File: config.mk
export PLATFORM = sky130hd
export DESIGN_NAME = onehot_encode_pipe
export DESIGN_NICKNAME = d
export VERILOG_FILES = /design/src/rtl/onehot_encode_pkg.sv /design/src/rtl/prio_encode.sv /design/src/rtl/onehot_encode_pipe.sv
export SDC_FILE = /design/constraint.sdc
export NUM_CORES = 1
export LEC_CHECK = 0
export ABC_CLOCK_PERIOD_IN_PS = 2000
export CAP_MARGIN = 20
export CORE_UTILIZATION = 40
export DETAILED_ROUTE_END_ITERATION = 7
export GPL_ROUTABILITY_DRIVEN = 1
export GPL_TIMING_DRIVEN = 0
export PLACE_DENSITY = 0.7
export SLEW_MARGIN = 0
export SYNTH_ARGS = -nofsm -noshare
export SYNTH_HDL_FRONTEND = slang
export SYNTH_SLANG_ARGS = --single-unit
File: constraint.sdc
create_clock -name clk -period 2 [get_ports clk]
set_clock_uncertainty 0.2 [all_clocks]
set_input_delay 0.3 -clock clk [delete_from_list [all_inputs] [get_ports clk]]
set_output_delay 0.3 -clock clk [all_outputs]
set_load 0.01 [all_outputs]
File: src/rtl/onehot_encode_pkg.sv
// onehot_encode_pkg: shared result type and one-hot validity helper for the encoder pipe
package onehot_encode_pkg;
    localparam int ENC_N = 2;
    localparam int MAX_W = 64;
    typedef struct packed {
        logic             en;
        logic [ENC_N-1:0] a;
        logic             err;
    } enc_result_t;
    function automatic logic is_onehot_or_zero(input logic [MAX_W-1:0] w);
        return (w & (w - MAX_W'(1))) == '0;
    endfunction
endpackage

File: src/rtl/prio_encode.sv
// prio_encode: combinational 2^N -> {en, a, err}; a tracks the highest set bit
module prio_encode
    import onehot_encode_pkg::*;
#(
    parameter int N = 2
) (
    input  logic [2**N-1:0] y,
    output logic            en,
    output logic [N-1:0]    a,
    output logic            err
);
    always_comb begin
        en  = |y;
        a   = '0;
        for (int i = 0; i < 2**N; i++) a = y[i] ? N'(i) : a;
        err = !is_onehot_or_zero(MAX_W'(y));
    end
endmodule

File: src/rtl/onehot_encode_pipe.sv
// onehot_encode_pipe: two-stage valid/ready one-hot-to-binary encoder with saturating error counter
module onehot_encode_pipe
    import onehot_encode_pkg::*;
#(
    parameter int N     = 2,
    parameter int CNT_W = 16
) (
    input  logic             clk,
    input  logic             reset,
    input  logic             in_valid,
    output logic             in_ready,
    input  logic [2**N-1:0]  y,
    output logic             out_valid,
    input  logic             out_ready,
    output logic             en,
    output logic [N-1:0]     a,
    output logic             err,
    output logic [CNT_W-1:0] err_count
);
    logic            s1_valid;
    logic [2**N-1:0] s1_y;
    logic            s1_ready, s2_ready, in_fire, s2_load;
    logic            enc_en, enc_err;
    logic [N-1:0]    enc_a;

    assign s2_ready = !out_valid || out_ready;
    assign s1_ready = !s1_valid || s2_ready;
    assign in_ready = s1_ready;
    assign in_fire  = in_valid && s1_ready;
    assign s2_load  = s1_valid && s2_ready;

    prio_encode #(.N(N)) u_enc (
        .y   (s1_y),
        .en  (enc_en),
        .a   (enc_a),
        .err (enc_err)
    );

    // out_valid doubles as the S2 valid bit
    always_ff @(posedge clk or negedge reset) begin
        if (!reset) begin
            s1_valid  <= 1'b0;
            s1_y      <= '0;
            out_valid <= 1'b0;
            en        <= 1'b0;
            a         <= '0;
            err       <= 1'b0;
            err_count <= '0;
        end else begin
            s1_valid <= in_fire || (s1_valid && !s2_ready);
            if (in_fire) s1_y <= y;
            if (s2_ready) out_valid <= s1_valid;
            if (s2_load) begin
                en  <= enc_en;
                a   <= enc_a;
                err <= enc_err;
            end
            if (s2_load && enc_err && !(&err_count)) err_count <= err_count + CNT_W'(1);
        end
    end
endmodule
---- After elaboration in Yosys (flattened, before gate mapping) ----
Index checks and enable logic that the tools add are counted.
word-level totals
  bits in registers ....................... 26
  bits of input ports ..................... 8
  output and inout bits ................... 22
  word-level logic and storage cells ...... 29
operators by class
  add/sub/neg operators ................... 2
  multiplexer cells ....................... 3
  bitwise gates (word level) .............. 1
  reduce and logical (&&, ||, !) cells .... 16
operator list
  kind                     number
  $and A4 B64 Y64          1
  $logic_not A64 Y1        1
  $add A16 B1 Y16 const B  1
  $reduce_and A16 Y1       1
  $logic_and A1 B1 Y1      5
  $logic_not A1 Y1         5
  $sub A4 B1 Y5 const B    1
  $mux W2                  2
  $reduce_or A4 Y1         1
  $logic_or A1 B1 Y1       3
  $mux W1                  1

---- Longest topological paths before layout ----
  depth after elaboration ................. 6
  depth in mapped cells ................... 6
  depth with buffers taken out ............ 6

---- By module ----
A second synthesis with hierarchy kept.
second synthesis, totals
  cell total of the unflattened synthesis .. 106
  area total of the unflattened synthesis .. 1224.9 µm²
modules (own cells, without submodules)
  module              times used  cells each  area each (µm²)  seq. area each (µm²)
  onehot_encode_pipe  1           99          1182.4           650.6
  prio_encode         1           7           42.5             0.0

---- Worst setup path after synthesis ----
OpenSTA, ideal clock, no wires.
  path kind ............................... flip-flop to flip-flop
  start ................................... register err_count[0]
  end ..................................... register err_count[1]
  setup time .............................. 0.125 ns
  data arrival time ....................... 1.739 ns
  data required time ...................... 1.675 ns
  path slack .............................. -0.063 ns
  stages on the path, launching flop included .. 6
  buffers on the path ..................... 0
  clock period less this slack ............ 2.063 ns
  path through ............................ dfrtp_1 ha_1 and4_1 and4bb_2 nor3_4 mux2_2
on the way
  cells in the longest elaborated chain, start to end .. 3
  elaborated cells between the ends (all ways) .. 4
  those cells by class .................... add/sub (1); reduce/logical (3)
RTL lines
  item                                                     line                      source
  start: declaration                                       onehot_encode_pipe.sv:18  output logic [CNT_W-1:0] err_count
  start signal: assignment                                 onehot_encode_pipe.sv:58  if (s2_load && enc_err && !(&err_count)) err_count <= err_count + CNT_W'(1);
  branches (longest 3 deep; another with $add A16 B1 Y16)  --
Parallel ways; which one is timed is not known.
A chain may end at the register's enable or synchronous reset.

---- Worst setup path in the final report ----
  start ................................... register err_count[1]
  end ..................................... register err_count[1]
Same word-level chain as after synthesis.

==> results.md <==
* Worst setup path class: flip-flop to flip-flop
* Final Max Tran Viols at 0
* Mapped cell area at 0.001171 mm2
* Initial Util at 42.47%
* Synthesized net count at 107
* Startpoint Class: flip-flop
* Die area at 0.003148 mm2
* Gr ovfl total at 0
* Global-route wire length before repair at 3.974 mm
* CTS tree: built
* Max Fclk at 0.5120 GHz
* Worst Path Required at 2020 ps
* Layout cells sized above 1 at 17.27%
* Clock Latency Late Sink at 320 ps
* Crit Path Max Fanout at 4
* Async set-or-reset flop fraction in the synthesized netlist at 100.0%
* Vias in the first global route at 859
* Worst-case clock buffer depth at 2
* Row count at 19
* Worst-Margin Slew at 550.9 ps
* Nets@finish at 149
* Gr usage total at 16.09%
* Area delta synth->final at 39.96%
* Tcrit/Tclk final at 97.65%
* Die Y at 56.11 um
* Final Power at 1.561 mW
* Synth Register Bits at 26
* Netlist cell types at 26
* ANT cells at 0
* Most frequent cells after synthesis: dfrtp_1, xnor2_1, nand2_1
* # IOs at 30
* Sequential fraction of the synthesis area at 55.56%
* Worst-path clk slew at 150 ps
* Outcome: finished, final reports clean
* Hold_buf cts at 0
* Worst path arrival time at 1970 ps
* Synth top area share at 55.56%
* Via density at 5.218
* Max_cap viols at 0
* Hold crit path type: primary input to asynchronous set/reset pin
* GP Congestion at 0.7277
* DRT Pass-1 Iters at 4
* Worst R2R Path Depth at 6
* Vias post-DR at 887
* Cell Pwr Density at 952.2 mW/mm2
* Initial antenna violation count at 0
* Clock sinks at 26
* Tmin final at 1953 ps
* Setup slack after layout at 46.99 ps
* CTS root buf: clkbuf_4
* CP endpoint kind: flip-flop
* Slew Limit Headroom at 63.16%
* Mean post-synth cell area at 11.95 um2
* DP HPWL at 1.732 mm
* H-Tree Depth at 1
* Ys Warns at 0
* VDD IR max at 756.2 uV
* Wire per inst at 13.85 um
* Placeable Area at 0.002758 mm2
* CTS Buf Count at 3
* Most numerous cell in the Yosys netlist: dfrtp_1
* Final setup violation count at 0
* Drt initial violations at 14
* Fin Setup TNS at 0 ps
* Mapped Cells at 98
* Final wirelength at 2.354 mm
* Main synth FF type: dfrtp_1
* Number of synthesized flops with an enable pin at 0
* Die extent in x at 56.11 um
* Drt drc at 0
* Dpl ws at -205.9 ps
* Leakage at 0.6894 nW
* DRT antenna net count at 0
* Final Hold Violating Endpoints at 0
* Largest net degree at the start of global routing at 16
* Port-buffer cells at 29
* Area contributors post-synth: dfrtp_1, xnor2_1, mux2_2
* Area leader, netlist: dfrtp_1
* RSZ-0062 raised after global routing: yes
[report_power, final]
part / total, mW / switching (mW) / leakage, nW / internal (mW)
Combinational: 0.492 / 0.193 / 0.333 / 0.299
Sequential: 0.708 / 0.0957 / 0.329 / 0.612
Clock: 0.361 / 0.158 / 0.0279 / 0.203
Total: 1.56 / 0.447 / 0.689 / 1.11
[repair_timing]
| action | 4_1_cts | 5_1_grt |
|---|---|---|
| endpoints found under the setup margin | 9 | 8 |
| resized for setup | 4 | 1 |
| pin swaps | 1 | 0 |
| setup buffers | 4 | 3 |
[sequential cells by signal, indices dropped and copies added, names as in the netlist]
signal,count
err,1
err_count,16
out_valid,1
s1_y,4
en,1
a,2
s1_valid,1
[critical path: stages, from the launching register on]
cell and delay (ps):
dfrtp_1 430, ha_2 200, and4_4 210, and4bb_2 240
nor3_4 160, buf_6 140, mux2_4 290
[kinds of logic after synthesis]
logic type      synth area share, %
compound gates                4.167
xor+xnor                      11.22
fa+ha+maj                     1.923
buf+inv                      0.3202
flops                         55.56
mux                           4.807
simple gates                  22.01
[final cells by class]
| type | count | area (um2) |
|---|---|---|
| flip-flops and latches | 26 | 650.6 |
| clock inverters | 1 | 30.03 |
| well taps | 31 | 38.79 |
| repair buffers | 37 | 367.9 |
| multi-input cells | 71 | 525.5 |
| clock buffers | 3 | 22.52 |
| inverters | 1 | 3.754 |
| fillers | 241 | 1119 |
[final timing paths]
path / start / end / slack (ps)
max reg2reg: err_count[1] / err_count[1] / 50
min: reset / out_valid / 110
min in group clk: a[1] / a[1] / 310
max: err_count[1] / err_count[1] / 50
max in group asynchronous: reset / err_count[9] / 990
min reg2reg: a[1] / a[1] / 310
[cells in the final DEF (no fill, tap or decap), drive strengths merged]
| cell type | n |
|---|---|
| o211ai | 1 |
| dfrtp | 26 |
| clkdlybuf4s50 | 28 |
| ha | 1 |
| o21ai | 4 |
| o311ai | 1 |
| dlymetal6s2s | 1 |
| maj3 | 1 |
| nor2 | 2 |
| xnor2 | 13 |
| and4bb | 1 |
| nand2b | 3 |
| buf | 8 |
| and3 | 4 |
| bufinv | 1 |
| nand2 | 10 |
| a21oi | 1 |
| mux2 | 5 |
| clkbuf | 3 |
| nand3b | 1 |
| xor2 | 2 |
| nand3 | 6 |
| and2 | 2 |
| inv | 1 |
| and4 | 2 |
| nor3 | 3 |
| nand4 | 7 |
| nor4 | 1 |
[metrics by stage]
| stage | instances | utilization, % | cell area (um2) | hold slack, ps |
|---|---|---|---|---|
| floorplan | 98 | - | 1177 | -195.6 |
| global placement | 158 | 54.63 | 1506 | 265.5 |
| detailed placement | 159 | 55.17 | 1521 | 276.3 |
| CTS | 167 | 58.53 | 1614 | 126.4 |
| global route | 170 | 59.44 | 1639 | 147.8 |
| finish | 170 | 59.44 | 1639 | 112.7 |
[routing by layer]
metal | share of wire, % | vias to the layer above | global-route usage, %
met5 | 0 | - | 0
met4 | 0.81 | 0 | 3.136
met3 | 3.9 | 2 | 3.256
met2 | 48 | 19 | 25.17
met1 | 47 | 432 | 23.37
li1 | - | 434 | -
(Power assumes the default switching activity.)
